File: src/rtl/conv1_aer_spike_receiver.sv
// Conv-layer-1 AER spike receiver: buffers events in a FIFO and
// expands each one into a KxK scan of next-layer membrane updates.
module conv1_aer_spike_receiver #(
  parameter int K          = 3,
  parameter int VMEM_ROW   = 30,
  parameter int CH_NUM     = 4,
  parameter int FIFO_DEPTH = 16,
  parameter int FIFO_AW    = 4,
  parameter int WADDR_W    = 6
) (
  input  logic               work_clk,
  input  logic               rst_n,
  input  logic [17:0]        Conv_layer1_spike,
  input  logic               Conv_layer1_spike_emit_f,
  input  logic               frame_end,
  output logic               operating_flag,
  output logic [15:0]        Vmem_ram_address,
  output logic [WADDR_W-1:0] Weight_rom_address,
  output logic [7:0]         Location_M,
  output logic [7:0]         Location_N,
  output logic [FIFO_AW:0]   fifo_count,
  output logic               fifo_full,
  output logic               overflow_err,
  output logic               busy,
  output logic               frame_done
);

  localparam int IW = (K > 1) ? $clog2(K) : 1;
  localparam int CW = (CH_NUM > 1) ? $clog2(CH_NUM) : 1;
  localparam logic [FIFO_AW:0] CNT_ONE = (FIFO_AW+1)'(1);
  localparam logic [FIFO_AW:0] CNT_MAX = (FIFO_AW+1)'(FIFO_DEPTH);
  localparam logic [IW-1:0] LAST = IW'(K - 1);
  localparam logic [15:0] ROW16 = 16'(VMEM_ROW);

  typedef enum logic [1:0] {
    IDLE,
    LOAD,
    SCAN
  } state_t;

  state_t state, state_n;

  logic [17:0]        mem [FIFO_DEPTH];
  logic [17:0]        head;
  logic [FIFO_AW-1:0] wr_ptr, rd_ptr;
  logic [FIFO_AW:0]   count_n;
  logic               pop, push, more, last_upd;
  logic               pend, done_c;

  logic [CW-1:0]      scan_ch;
  logic [7:0]         scan_m, scan_n;
  logic [IW-1:0]      i_cnt, j_cnt;
  logic [7:0]         loc_m, loc_n;
  logic [15:0]        vmem_n;
  logic [WADDR_W-1:0] waddr_n;

  assign head = mem[rd_ptr];

  always_comb begin
    pop      = (state == LOAD);
    push     = Conv_layer1_spike_emit_f && (!fifo_full || pop);
    more     = (fifo_count != '0) || push;
    last_upd = (state == SCAN) && (i_cnt == LAST) && (j_cnt == LAST);
    count_n  = fifo_count;
    if (push && !pop) begin
      count_n = fifo_count + CNT_ONE;
    end else if (!push && pop) begin
      count_n = fifo_count - CNT_ONE;
    end
    state_n = state;
    unique case (state)
      IDLE:    if (more) state_n = LOAD;
      LOAD:    state_n = SCAN;
      SCAN:    if (last_upd) state_n = more ? LOAD : IDLE;
      default: state_n = IDLE;
    endcase
    done_c = pend && (state == IDLE) && (fifo_count == '0)
          && !Conv_layer1_spike_emit_f;
  end

  // update address arithmetic; locations wrap mod 256 by width
  always_comb begin
    loc_m   = scan_m + 8'(i_cnt);
    loc_n   = scan_n + 8'(j_cnt);
    vmem_n  = 16'(loc_m) * ROW16 + 16'(loc_n);
    waddr_n = WADDR_W'(scan_ch) * WADDR_W'(K * K)
            + WADDR_W'(i_cnt) * WADDR_W'(K)
            + WADDR_W'(j_cnt);
  end

  always_ff @(posedge work_clk) begin
    if (push) mem[wr_ptr] <= Conv_layer1_spike;
  end

  always_ff @(posedge work_clk) begin
    if (!rst_n) begin
      state              <= IDLE;
      wr_ptr             <= '0;
      rd_ptr             <= '0;
      fifo_count         <= '0;
      fifo_full          <= 1'b0;
      overflow_err       <= 1'b0;
      busy               <= 1'b0;
      frame_done         <= 1'b0;
      pend               <= 1'b0;
      scan_ch            <= '0;
      scan_m             <= '0;
      scan_n             <= '0;
      i_cnt              <= '0;
      j_cnt              <= '0;
      operating_flag     <= 1'b0;
      Vmem_ram_address   <= '0;
      Weight_rom_address <= '0;
      Location_M         <= '0;
      Location_N         <= '0;
    end else begin
      state      <= state_n;
      fifo_count <= count_n;
      fifo_full  <= (count_n == CNT_MAX);
      busy       <= (state_n != IDLE) || (count_n != '0);
      frame_done <= done_c;
      if (frame_end) begin
        pend <= 1'b1;
      end else if (done_c) begin
        pend <= 1'b0;
      end
      if (push) wr_ptr <= wr_ptr + FIFO_AW'(1);
      if (Conv_layer1_spike_emit_f && !push) overflow_err <= 1'b1;
      operating_flag <= 1'b0;
      if (pop) begin
        rd_ptr  <= rd_ptr + FIFO_AW'(1);
        scan_ch <= head[17:16];
        scan_m  <= head[15:8];
        scan_n  <= head[7:0];
        i_cnt   <= '0;
        j_cnt   <= '0;
      end
      if (state == SCAN) begin
        operating_flag     <= 1'b1;
        Location_M         <= loc_m;
        Location_N         <= loc_n;
        Vmem_ram_address   <= vmem_n;
        Weight_rom_address <= waddr_n;
        if (j_cnt == LAST) begin
          j_cnt <= '0;
          i_cnt <= i_cnt + IW'(1);
        end else begin
          j_cnt <= j_cnt + IW'(1);
        end
      end
    end
  end

endmodule
File: config.mk
export PLATFORM = sky130hd
export DESIGN_NAME = conv1_aer_spike_receiver
export DESIGN_NICKNAME = d
export VERILOG_FILES = /design/src/rtl/conv1_aer_spike_receiver.sv
export SDC_FILE = /design/constraint.sdc
export NUM_CORES = 1
export LEC_CHECK = 0
export ABC_AREA = 1
export BUFFER_PORTS_ARGS = -buffer_cell sky130_fd_sc_hd__buf_2
export CORE_MARGIN = 2
export CORE_UTILIZATION = 65
export DETAILED_ROUTE_END_ITERATION = 16
export GPL_TIMING_DRIVEN = 1
export PLACE_DENSITY = 0.9
export SLEW_MARGIN = 20
export SYNTH_ARGS = -nofsm -noshare
export SYNTH_HDL_FRONTEND = slang
export SYNTH_SLANG_ARGS = --single-unit
File: constraint.sdc
create_clock -name work_clk -period 13.1 [get_ports work_clk]
set_clock_uncertainty 0.2 [all_clocks]
set_input_delay 1.965 -clock work_clk [delete_from_list [all_inputs] [get_ports work_clk]]
set_output_delay 1.965 -clock work_clk [all_outputs]
set_load 0.05 [all_outputs]
== Yosys cells after proc, flatten, opt, wreduce, memory -nomap -nowiden ==
Memories as Yosys holds them, arrays and structs flattened. A register that Yosys moved wholly into a read port is not among the register bits.
Cells that the tools add are included.

* $mul: 3
* Reduce and logical (&&, ||, !) cells: 24
* Muxes and demuxes: 17
* Add/subtract/negate cells: 11
* Equal/unequal tests: 5

{| class="wikitable"
|+ Operator list
! operator !! number
|-
| $add A8 B2 Y8 || 2
|-
| $mux W2 || 8
|-
| $add A13 B8 Y14 || 1
|-
| $mul A8 B4 Y12 const B || 1
|-
| $mux W5 || 2
|-
| $reduce_bool A5 Y1 || 2
|-
| $logic_and A1 B1 Y1 || 9
|-
| $add A4 B1 Y4 const B || 2
|-
| $add A6 B2 Y6 || 1
|-
| $add A6 B4 Y6 || 1
|-
| $eq A2 B2 Y1 const B || 3
|-
| $mul A2 B4 Y6 const B || 1
|-
| $mux W1 || 6
|-
| $pmux W2 S3 || 1
|-
| $reduce_bool A2 Y1 || 3
|-
| $add A5 B1 Y5 const B || 1
|-
| $eq A5 B5 Y1 const B || 1
|-
| $logic_not A1 Y1 || 5
|-
| $logic_not A5 Y1 || 1
|-
| $sub A5 B1 Y5 const B || 1
|-
| $add A2 B1 Y2 const B || 2
|-
| $mul A2 B2 Y4 const B || 1
|-
| $logic_or A1 B1 Y1 || 3
|-
| $eq A2 B1 Y1 const B || 1
|-
| $logic_not A2 Y1 || 1
|}

* Logic and storage cells: 77
* Flip-flop bits (word level): 63
* Memories: 1
* Memory bits (writable): 288
* Output and inout port bits: 48
* Input bits: 22

{| class="wikitable"
|+ Memory list
! memory !! depth !! bits a word !! rd ports !! clocked after memory_dff !! wr ports !! RTL line !! text
|-
| mem || 16 || 18 || 1 || 1 || 1 || 43 || <nowiki>logic [17:0] mem [FIFO_DEPTH];</nowiki>
|}

== Logic depth before layout (Yosys ltp) ==
Gate-level depths: netlist of the first run.

* Depth after elaboration: 9
* Gate-level depth with buffers: 26
* Depth with buffers taken out: 26

== Worst setup path before layout of the first run ==
OpenSTA, ideal clock, no wires.

* Path type: register -> register
* Start: reg i_cnt[0]
* End: reg Vmem_ram_address[10]
* Slack: 8517 ps
* Period minus slack after synthesis: 4583 ps
* Setup time: 109 ps
* Cell stages (with the launch flop): 24
* Path buffers: 0
* Arrival time: 4274 ps
* Data required time: 12791 ps
* Cell sequence: dfxtp_1 -> ha_1 -> fa_1 -> or2_2 -> nand2_1 -> fa_1 -> fa_1 -> inv_1 -> fa_1 -> inv_1 -> nand2_1 -> nand2_1 -> nand2_1 -> xnor2_1 -> ha_1 -> nand2_1 -> nor2_1 -> nand3_1 -> nand2_1 -> nand3_1 -> a21oi_1 -> o21ai_0 -> nand2_1 -> inv_1

* Longest elaborated chain between the ends: 3

{| class="wikitable"
|+ Ends and longest elaborated chain
! element !! RTL line !! text
|-
| from (decl) || 52 || <nowiki>logic [IW-1:0] i_cnt, j_cnt;</nowiki>
|-
| from (signal assigned) || 146 || <nowiki>i_cnt <= i_cnt + IW'(1);</nowiki>
|-
| $add A8 B2 Y8 || 83 || <nowiki>loc_m = scan_m + 8'(i_cnt);</nowiki>
|-
| named net loc_m[2] || 53 || <nowiki>logic [7:0] loc_m, loc_n;</nowiki>
|-
| $mul A8 B4 Y12 || 85 || <nowiki>vmem_n = 16'(loc_m) * ROW16 + 16'(loc_n);</nowiki>
|-
| $add A13 B8 Y14 || 85 ||
|-
| to (signal assigned) || 142 || <nowiki>Vmem_ram_address <= vmem_n;</nowiki>
|-
| to (decl) || 17 || <nowiki>output logic [15:0] Vmem_ram_address,</nowiki>
|}

The timed path passes the listed nets, and every way through them passes these cells.
A chain may end at the register's enable or synchronous reset.

== Worst setup path after layout of the first run ==
Ends and elaborated chain as after synthesis.

==> results of run 1 <==
==> Yosys cell counts, types with 3 or more instances <==
| cell type | number |
|---|---|
| inv_1 | 123 |
| o221ai_1 | 52 |
| clkbuf_1 | 52 |
| o211ai_1 | 14 |
| xnor2_1 | 4 |
| nand4_1 | 5 |
| buf_4 | 6 |
| ha_1 | 42 |
| xor2_1 | 21 |
| or2_2 | 3 |
| nor3_1 | 5 |
| o21ai_1 | 16 |
| a21oi_1 | 41 |
| a21boi_0 | 3 |
| edfxtp_1 | 288 |
| nand2_1 | 150 |
| nand2_2 | 3 |
| o22ai_1 | 20 |
| buf_2 | 15 |
| dfxtp_1 | 78 |
| o21ai_0 | 178 |
| buf_6 | 4 |
| fa_1 | 16 |
| inv_2 | 8 |
| nor2_1 | 268 |
| o21a_1 | 3 |
| nand3_1 | 69 |
==> metrics by stage <==
stage               setup slack [ns]  util (%)  cell area (sq um)
finish                          8.11      73.8              18000
global placement                8.28      68.9              16800
floorplan                       8.52         -              16300
detailed placement              8.15      68.9              16800
global route                    7.72      73.7              18000
CTS                             8.13      73.7              18000
==> worst max-delay path: stages, from the launching register on <==
cell and delay, ns:
dfxtp_1 0.38, ha_1 0.24, fa_1 0.41, or2_2 0.31, nand2_1 0.19, fa_1 0.47
fa_1 0.53, inv_1 0.06, fa_1 0.43, inv_1 0.09, nand2_1 0.05, nand2_1 0.09
nand2_1 0.07, xnor2_1 0.12, ha_1 0.34, nand2_1 0.09, nor2_1 0.11, nand3_1 0.08
nand2_1 0.12, nand3_1 0.13, a21oi_1 0.15, o21ai_0 0.12, nand2_1 0.07, inv_1 0.03
==> power by group through the flow <==
stage / sequential, W / combinational (W) / clock [W]
4_1_cts: 0.00141 / 0.00157 / 0.00104
5_1_grt: 0.00143 / 0.00175 / 0.00108
6_report: 0.00142 / 0.00159 / 0.00104
3_3_place_gp: 0.00143 / 0.00148 / 0
3_5_place_dp: 0.00144 / 0.00154 / 0
2_1_floorplan: 0.00153 / 0.00109 / 0
==> worst paths after layout <==
path,from,to,cells after the start
worst min-delay path,overflow_err$_SDFFE_PN0P_,overflow_err$_SDFFE_PN0P_,1
worst min register to register,overflow_err$_SDFFE_PN0P_,overflow_err$_SDFFE_PN0P_,1
worst max-delay path,i_cnt[0]$_SDFF_PN0_,Vmem_ram_address[10]$_SDFFE_PN0P_,23
worst max register to register,i_cnt[0]$_SDFF_PN0_,Vmem_ram_address[10]$_SDFFE_PN0P_,23
==> area by class of cell <==
type	count	area, sq um	area share, %
clock inverter	23	223	1.23
tap	324	405	2.25
inverter	135	515	2.86
antenna	1	2.50	0.0139
clock buffer	43	970	5.37
multi-input combinational	929	5190	28.8
timing repair buffer	92	523	2.90
sequential	366	10200	56.6
==> layer usage <==
metal	routed length (um)	global-route usage [%]	share of wire [%]
met1	14300	39.7	36
met2	19300	51.3	48
met3	4790	5.72	12
met4	1640	13.1	4.1
met5	11	0	0.028
==> cell families after synthesis <==
group / after synthesis / share of synthesized area, %
AO/OA/AOI/OAI: 333 / 12.0
XOR/XNOR: 26 / 1.45
adder cells (fa/ha/maj): 58 / 5.20
buffers and inverters: 215 / 5.52
flip-flops: 366 / 62.8
other: 1 / 0.0231
AND/OR/NAND/NOR: 510 / 12.9
==> sequential cells by signal, summed over array words and instances, names as in the netlist <==
signal / flops
Location_M: 8
Location_N: 8
Vmem_ram_address: 13
Weight_rom_address: 6
busy: 1
fifo_count: 5
fifo_full: 1
frame_done: 1
i_cnt: 2
j_cnt: 2
mem: 288
operating_flag: 1
overflow_err: 1
pend: 1
rd_ptr: 4
scan_ch: 2
scan_m: 8
scan_n: 8
state: 2
wr_ptr: 4
==> metrics, run 1 <==
post-CTS sizing=0; final cell count without fillers=between 1500 and 2000; Comb pwr share=between 30% and 40%; total die area=approximately 0.026 sq mm; register area share after synthesis=62.8%; total I/O pin count=70; status=finished clean; post-synth top area share=between 50% and 60%; Reg clk slew, reported paths=around 0.060 ns; worst setup path category=flip-flop to flip-flop; core box area=about 0.024 sq mm; CTS tree=built; # setup viols final=0; P_sw=around 0.0016 W; sequential group share of total power=35.0%; Worst setup EP type=flip-flop; drt via density=6.24; first-pass GRT wire length=61.7 mm; synthesis-to-layout area growth=11.0%; initial antenna violation count=1; Tmin final=4.99 ns; DIE WIDTH=around 160 um; Pleak=around 7.1 nW; Yosys reg bits=roughly 370; drt first-iter violations=between 1500 and 2000; period utilization=around two fifths; cts bufs inserted=37; f_max=between 200 and 250 MHz; Vias=about 12000; most common cell after layout, fill and taps aside=edfxtp_1; Synth Warn #=0; row cnt=57; Residual DRC=0; clock share of power=between 20% and 30%; Pins Over Slew Limit=0; total gr overflow=0; ys flop type=edfxtp_1; worst-path fanout max=6; fin nets=1641; H-tree level count=2; flop2flop setup slack=around 8.1 ns; number of flops mapped to enable cells by yosys=about 290; most frequent cells in the layout=edfxtp_1 (288), nor2_1 (252), o21ai_0 (178); RSZ-0062 raised after global routing=no; initial core utilization=roughly 66%; placed cells=1846; Post-DRT Antenna Nets=0; worst skew pair latency=approximately 0.54 ns; Mapped Avg Cell Area=~11 sq um; clk sinks=about 370; total setup buffers inserted after CTS=0; worst min path class=flip-flop to flip-flop; RePlAce Congestion=roughly 0.86; final hold violation count=0; Slew @ Worst Pin=around 1.2 ns; largest net degree at the start of global routing=~110; WL/cell=about 21 um; Crit path required time=approximately 13 ns; post-detail-place hpwl=approximately 22 mm; PortBufs=67; CTS Buffer Depth=3; total power draw=between 0.004 and 0.005 W; Syn Inst Count=1509; Int Power=approximately 0.0024 W; switching share of power=40.3%; global-route total usage across every layer=a little under a third; Startpoint Class=flip-flop; First-pass DRT Iterations=6; Pwr per Cell Area=roughly 220 mW/mm^2; max-cap violations=0; Synth Cell Area=between 0.015 and 0.02 sq mm; layout cells sized above 1=about an eighth; maximum vdd ir drop=between 0.0001 and 0.00015 V; Slew HR=23.1%; Post-synth ARST share=0%; cell accounting for the most synthesized area=edfxtp_1; fill cell count=between 1500 and 2000; Area contributors post-synth=edfxtp_1 (53%), dfxtp_1 (9.6%), nor2_1 (6.2%); CP Data Arrival Time=around 5.2 ns; Unique masters post-synth=45; Hold Buf Count CTS=0; DRT Wirelength=around 40 mm; Die Height=162 um; Root Driver=clkbuf_16; setup TNS=0 ns; hold slack=~0.27 ns; vias in the first global route=11500
Note: power is estimated with default switching activity, not from simulation.
==> run 2, diff against run 1 <==
Settings changed: CORE_UTILIZATION 65 to 62, PLACE_DENSITY 0.9 to 0.87.
Clock period 13.1 ns to 4.9 ns, I/O delays scaled along.
==> run 2 against run 1 <==
- via count shrank 1.2%
- global-route usage shrank 2.4 points
- first-iteration DRC count shrank 22%
- largest cell class unchanged
==> metrics, run 2 (synthesized netlist as in run 1, its figures left out) <==
status=finished clean; Reg clk slew, reported paths=approximately 0.070 ns; worst skew pair latency=approximately 0.54 ns; most frequent cells in the layout=edfxtp_1 (288), nor2_1 (252), o21ai_0 (177); Top delay family on crit path=adder cells; Placement Cell Area=about 0.017 sq mm; placed cells=about 1900; Worst path max stage delay=0.55 ns; CTS tree=built; Worst setup EP type=flip-flop; fin nets=roughly 1700; worst-path fanout max=4; Hold Path Sink=pend$_SDFFE_PN0P_; f_max=between 200 and 250 MHz; CTS Buffer Depth=3; Tmin final=about 4.7 ns; vias in the first global route=11600; total power draw=0.0109 W; setup TNS=0 ns; H-tree level count=2; Die Height=between 150 and 200 um; Crit path required time=between 5 and 6 ns; Top reg by flops=mem; Slew @ Worst Pin=a little under 1 ns; most common cell after layout, fill and taps aside=edfxtp_1; period utilization=a little over nine tenths; reg2reg start=scan_m[0]$_SDFFE_PN0P_; initial core utilization=62.7%; largest net degree at the start of global routing=97; max-cap violations=0; beginning of the worst hold path=frame_end; Pins Over Slew Limit=0; Post-DRT Antenna Nets=0; core box area=between 0.02 and 0.03 sq mm; slowest cell on the critical path=fa_1; Slew HR=34.8%; row cnt=a little under 60; Vias=11800; worst min path class=primary input to flip-flop; WP buf/inv=3; DIE WIDTH=166 um; Pleak=7.14 nW; total gr overflow=0; Hold Buf Count CTS=0; cell area after layout=between 0.015 and 0.02 sq mm; worst setup path category=flip-flop to flip-flop; crit-path most repeated cell=nand2_1; crit path launch=scan_m[0]$_SDFFE_PN0P_; drt via density=~6; Root Driver=clkbuf_16; clk sinks=~370; max FFs per register=~290; Pwr per Cell Area=between 600 and 700 mW/mm^2; worst reg-to-reg path cell count=23; Residual DRC=0; total I/O pin count=70; synthesis-to-layout area growth=11.7%; global-route total usage across every layer=between 20% and 30%; PortBufs=between 60 and 70; flop2flop setup slack=roughly 0.22 ns; cts bufs inserted=37; ant diodes=0; layout cells sized above 1=approximately 13%; first-pass GRT wire length=just over 60 mm; WL/cell=between 20 and 25 um; sequence of cells on the critical path=ha_2 > fa_2 > or2_2 > nand2_2 > fa_1 > fa_1 > inv_1 > fa_2 > inv_1 > nand2_1 > nand2_2 > nand2_1 > xnor2_1 > ha_1 > nand2_1 > nor2_1 > nand3_1 > nand2_2 > nand3_2 > a21oi_2 > o21ai_1 > nand2_1 > inv_1; maximum vdd ir drop=~0.0005 V; # setup viols final=0; final cell count without fillers=1933; DRT Wirelength=around 39 mm; Hold Crit Depth=3; RePlAce Congestion=about 0.88; Startpoint Class=flip-flop; biggest regs=mem: 288 flops, Vmem_ram_address: 13 flops; total die area=about 0.028 sq mm; First-pass DRT Iterations=6; drt first-iter violations=roughly 1500; post-detail-place hpwl=roughly 23 mm; CP Data Arrival Time=4.91 ns; worst r2r dst=Vmem_ram_address[10]$_SDFFE_PN0P_; initial antenna violation count=2; final hold violation count=0
==> run 2: cell types whose count changed in the layout (fill, tap and decap cells not counted), sizes merged <==
cell,before,now
buf,92,101
clkbuf,43,47
clkinvlp,5,1
bufinv,3,2
clkinv,18,19
diode,1,0
inv,132,133
==> run 2: layout make-up <==
type / instances / area, sq um
sequential: 366 / 10200
fill: 1686 / 7760
multi-input combinational: 929 / 5240
clock buffer: 47 / 963
timing repair buffer: 101 / 603
inverter: 135 / 515
tap: 335 / 419
clock inverter: 20 / 200
==> run 2: worst max-delay path by stage <==
stage                                        end  depth (start not counted)  slack, ns
3_3_place_gp   Vmem_ram_address[10]$_SDFFE_PN0P_                         23       0.25
5_1_grt         Vmem_ram_address[9]$_SDFFE_PN0P_                         28      -0.03
2_1_floorplan  Vmem_ram_address[10]$_SDFFE_PN0P_                         23       0.32
4_1_cts        Vmem_ram_address[10]$_SDFFE_PN0P_                         23       0.12
3_5_place_dp   Vmem_ram_address[10]$_SDFFE_PN0P_                         23       0.12
6_report       Vmem_ram_address[10]$_SDFFE_PN0P_                         23       0.22
==> run 2: stage by stage <==
stage / setup slack (ns) / hold slack [ns] / util (%)
after floorplan: 0.317 / 0.256 / -
final: 0.220 / 0.209 / 70.1
after global placement: 0.247 / 0.251 / 65.3
after CTS: 0.119 / 0.204 / 69.8
after detailed placement: 0.124 / 0.256 / 65.3
after global routing: -0.0342 / 0.235 / 70.1
==> run 2: timing repair <==
action,CTS,global route
buffers inserted,0,3
endpoints found under the setup margin,0,5
gates resized for setup,0,14
==> run 2: per-layer routing <==
layer  wire (um)  track usage (%)  vias up
met3        3940             4.58      165
met4        1940             14.4        2
met2       19300             48.4      748
li1            -                -     5384
met1       14200             35.1     5499
met5          13                0        -
==> run 2: worst register-to-register path: cells and delay by family (launching register included) <==
family                     cells  cell delay, ns
buffers and inverters          3            0.19
DFF                            1            0.33
xor gates and xnor gates       1            0.13
AOI/OAI and AO/OA              2            0.24
and+or+nand+nor               11            1.17
adders and majority gates      6            2.31
==> run 2: where the power goes <==
group	total [W]	switching, W	internal, W
sequential	0.00382	0.000250	0.00357
clock	0.00272	0.00119	0.00152
combinational	0.00438	0.00297	0.00141
total	0.0109	0.00442	0.00651
==> run 3, diff against run 2 <==
Settings changed: BUFFER_PORTS_ARGS -buffer_cell sky130_fd_sc_hd__buf_2 to unset, CORE_UTILIZATION 62 to 60, DONT_BUFFER_PORTS set to 1, PLACE_DENSITY 0.87 to 0.83.
==> run 3 against run 2 <==
- final cell count decreased by 3.1%
- clock power rose by 2%
- clock-buffer cell count rose by 2
- worst hold slack worse by 0.12 ns
- sequential power grew 8.1%
==> metrics, run 3 (synthesized netlist as in run 1, its figures left out) <==
row cnt=60; worst skew pair latency=0.54 ns; Slew HR=a little over a third; first-pass GRT wire length=approximately 60 mm; biggest regs=mem: 288 flops, Vmem_ram_address: 13 flops; initial core utilization=between 60% and 70%; H-tree level count=2; placed cells=1802; drt first-iter violations=1221; hold slack=0.0927 ns; layout cells sized above 1=around 8.9%; max-cap violations=0; setup TNS=0 ns; worst-path fanout max=5; WL/cell=approximately 21 um; P_sw=roughly 0.0043 W; Comb pwr share=a little over a third; Residual DRC=0; Hold Path Sink=mem[15][15]$_DFFE_PP_; Crit path required time=between 5 and 6 ns; clk sinks=366; Int Power=0.00650 W; DRT Wirelength=between 30 and 40 mm; drt via density=6.09; worst setup path category=flip-flop to flip-flop; total gr overflow=0; sequence of cells on the critical path=ha_2 > fa_2 > or2_4 > nand2_4 > fa_2 > fa_1 > inv_1 > fa_2 > inv_1 > nand2_1 > nand2_2 > nand2_1 > xnor2_1 > ha_1 > nand2_2 > nor2_1 > nand3_1 > nand2_2 > nand3_2 > a21oi_1 > o21ai_0 > nand2_1 > inv_1; most common cell after layout, fill and taps aside=edfxtp_1; fill cell count=1880; initial antenna violation count=1; CP Data Arrival Time=a little under 5 ns; Startpoint Class=flip-flop; Pins Over Slew Limit=0; total I/O pin count=70; PortBufs=0; Util after Layout=66.5%; crit path launch=scan_m[0]$_SDFFE_PN0P_; Tmin final=between 4 and 5 ns; Hold Buf Count CTS=0; # setup viols final=0; cell area after layout=roughly 0.018 sq mm; Reg clk slew, reported paths=about 0.06 ns; fin nets=around 1600; First-pass DRT Iterations=5; maximum vdd ir drop=0.000356 V; status=finished clean; DIE WIDTH=169 um; cts bufs inserted=38; post-detail-place hpwl=between 20 and 25 mm; CTS Buffer Depth=3; Pwr per Cell Area=604 mW/mm^2; Die Height=between 150 and 200 um; RePlAce Congestion=approximately 0.86; worst min path class=primary input to flip-flop; slowest cell on the critical path=fa_1; worst reg-to-reg path cell count=23; Post-DRT Antenna Nets=0; reg2reg start=scan_m[0]$_SDFFE_PN0P_; global-route total usage across every layer=a little over a quarter; f_max=approximately 220 MHz; Root Driver=clkbuf_16; flop2flop setup slack=about 0.30 ns; worst r2r dst=Vmem_ram_address[10]$_SDFFE_PN0P_; final cell count without fillers=around 1900; Placement Cell Area=approximately 0.017 sq mm; largest net degree at the start of global routing=98; RSZ-0062 raised after global routing=no; period utilization=between 90% and 100%; clock share of power=25.8%; Hold Crit Depth=0; beginning of the worst hold path=Conv_layer1_spike[15]; Vias=between 10000 and 15000; final hold violation count=0; total die area=approximately 0.028 sq mm; Slew @ Worst Pin=0.979 ns; vias in the first global route=11200; WP buf/inv=3; most frequent cells in the layout=edfxtp_1 (288), nor2_1 (252), o21ai_0 (178); Top reg by flops=mem; Worst path max stage delay=~0.59 ns; max FFs per register=roughly 290; sequential group share of total power=a little under two fifths; Top delay family on crit path=adder cells; CTS tree=built; synthesis-to-layout area growth=9.73%; core box area=0.0268 sq mm; Pleak=~6.8 nW; switching share of power=between 30% and 40%; Worst setup EP type=flip-flop
-- run 3: cell types whose count changed in the layout (fill, tap and decap cells not counted), moves of 2 or more --
cell / change
clkinv_1: -3
buf_2: -67
clkinvlp_4: +2
ha_1: +2
-- run 3: per-layer routing --
| layer | global-route usage (%) | wire [um] |
|---|---|---|
| met4 | 13.0 | 1500 |
| met1 | 34.0 | 14300 |
| met5 | 0 | 0 |
| met2 | 47.2 | 19000 |
| met3 | 4.93 | 3970 |
-- run 3: repair_timing --
item | 4_1_cts | 5_1_grt
resized for setup | 0 | 11
endpoints found under the hold margin | 0 | 0
setup buffers | 0 | 3
endpoints found under the setup margin | 0 | 5
-- run 3: power by group through the flow --
| stage | clock network, W | registers [W] | logic [W] |
|---|---|---|---|
| 2_1_floorplan | 0 | 0.00409 | 0.00292 |
| 4_1_cts | 0.00279 | 0.00413 | 0.00370 |
| 3_3_place_gp | 0 | 0.00418 | 0.00352 |
| 3_5_place_dp | 0 | 0.00419 | 0.00366 |
| 6_report | 0.00278 | 0.00413 | 0.00386 |
| 5_1_grt | 0.00292 | 0.00416 | 0.00432 |
-- run 3: area by class of cell --
class	count	area (sq um)	share of cell area (%)
diodes	1	2.50	0.0140
clock buffers	49	1000	5.62
clock inverters	18	195	1.09
inverters	135	515	2.89
multi-input cells	929	5220	29.3
flip-flops and latches	366	10200	57.3
well taps	341	427	2.39
repair buffers	34	255	1.43
-- run 3: worst max path at each step --
stage	to	slack, ns	cells past startpoint
global route	Vmem_ram_address[12]$_SDFFE_PN0P_	0.003	26
global placement	Vmem_ram_address[10]$_SDFFE_PN0P_	0.16	23
floorplan	Vmem_ram_address[10]$_SDFFE_PN0P_	0.32	23
detailed placement	Vmem_ram_address[10]$_SDFFE_PN0P_	0.02	23
CTS	Vmem_ram_address[10]$_SDFFE_PN0P_	0.01	23
finish	Vmem_ram_address[10]$_SDFFE_PN0P_	0.30	23
-- run 3: metrics by stage --
| stage | power [W] | setup slack [ns] |
|---|---|---|
| final | 0.0108 | 0.299 |
| after CTS | 0.0106 | 0.0149 |
| after floorplan | 0.00700 | 0.317 |
| after global placement | 0.00770 | 0.158 |
| after global routing | 0.0114 | 0.00323 |
| after detailed placement | 0.00785 | 0.0191 |
-- run 3: worst reg2reg max path, cell delays in order (launching register included) --
cell and delay (ns):
dfxtp_1 0.32, ha_2 0.20, fa_2 0.35, or2_4 0.27
nand2_4 0.09, fa_2 0.47, fa_1 0.59, inv_1 0.07
fa_2 0.37, inv_1 0.08, nand2_1 0.07, nand2_2 0.09
nand2_1 0.06, xnor2_1 0.12, ha_1 0.35, nand2_2 0.07
nor2_1 0.10, nand3_1 0.10, nand2_2 0.10, nand3_2 0.09
a21oi_1 0.12, o21ai_0 0.12, nand2_1 0.07, inv_1 0.04
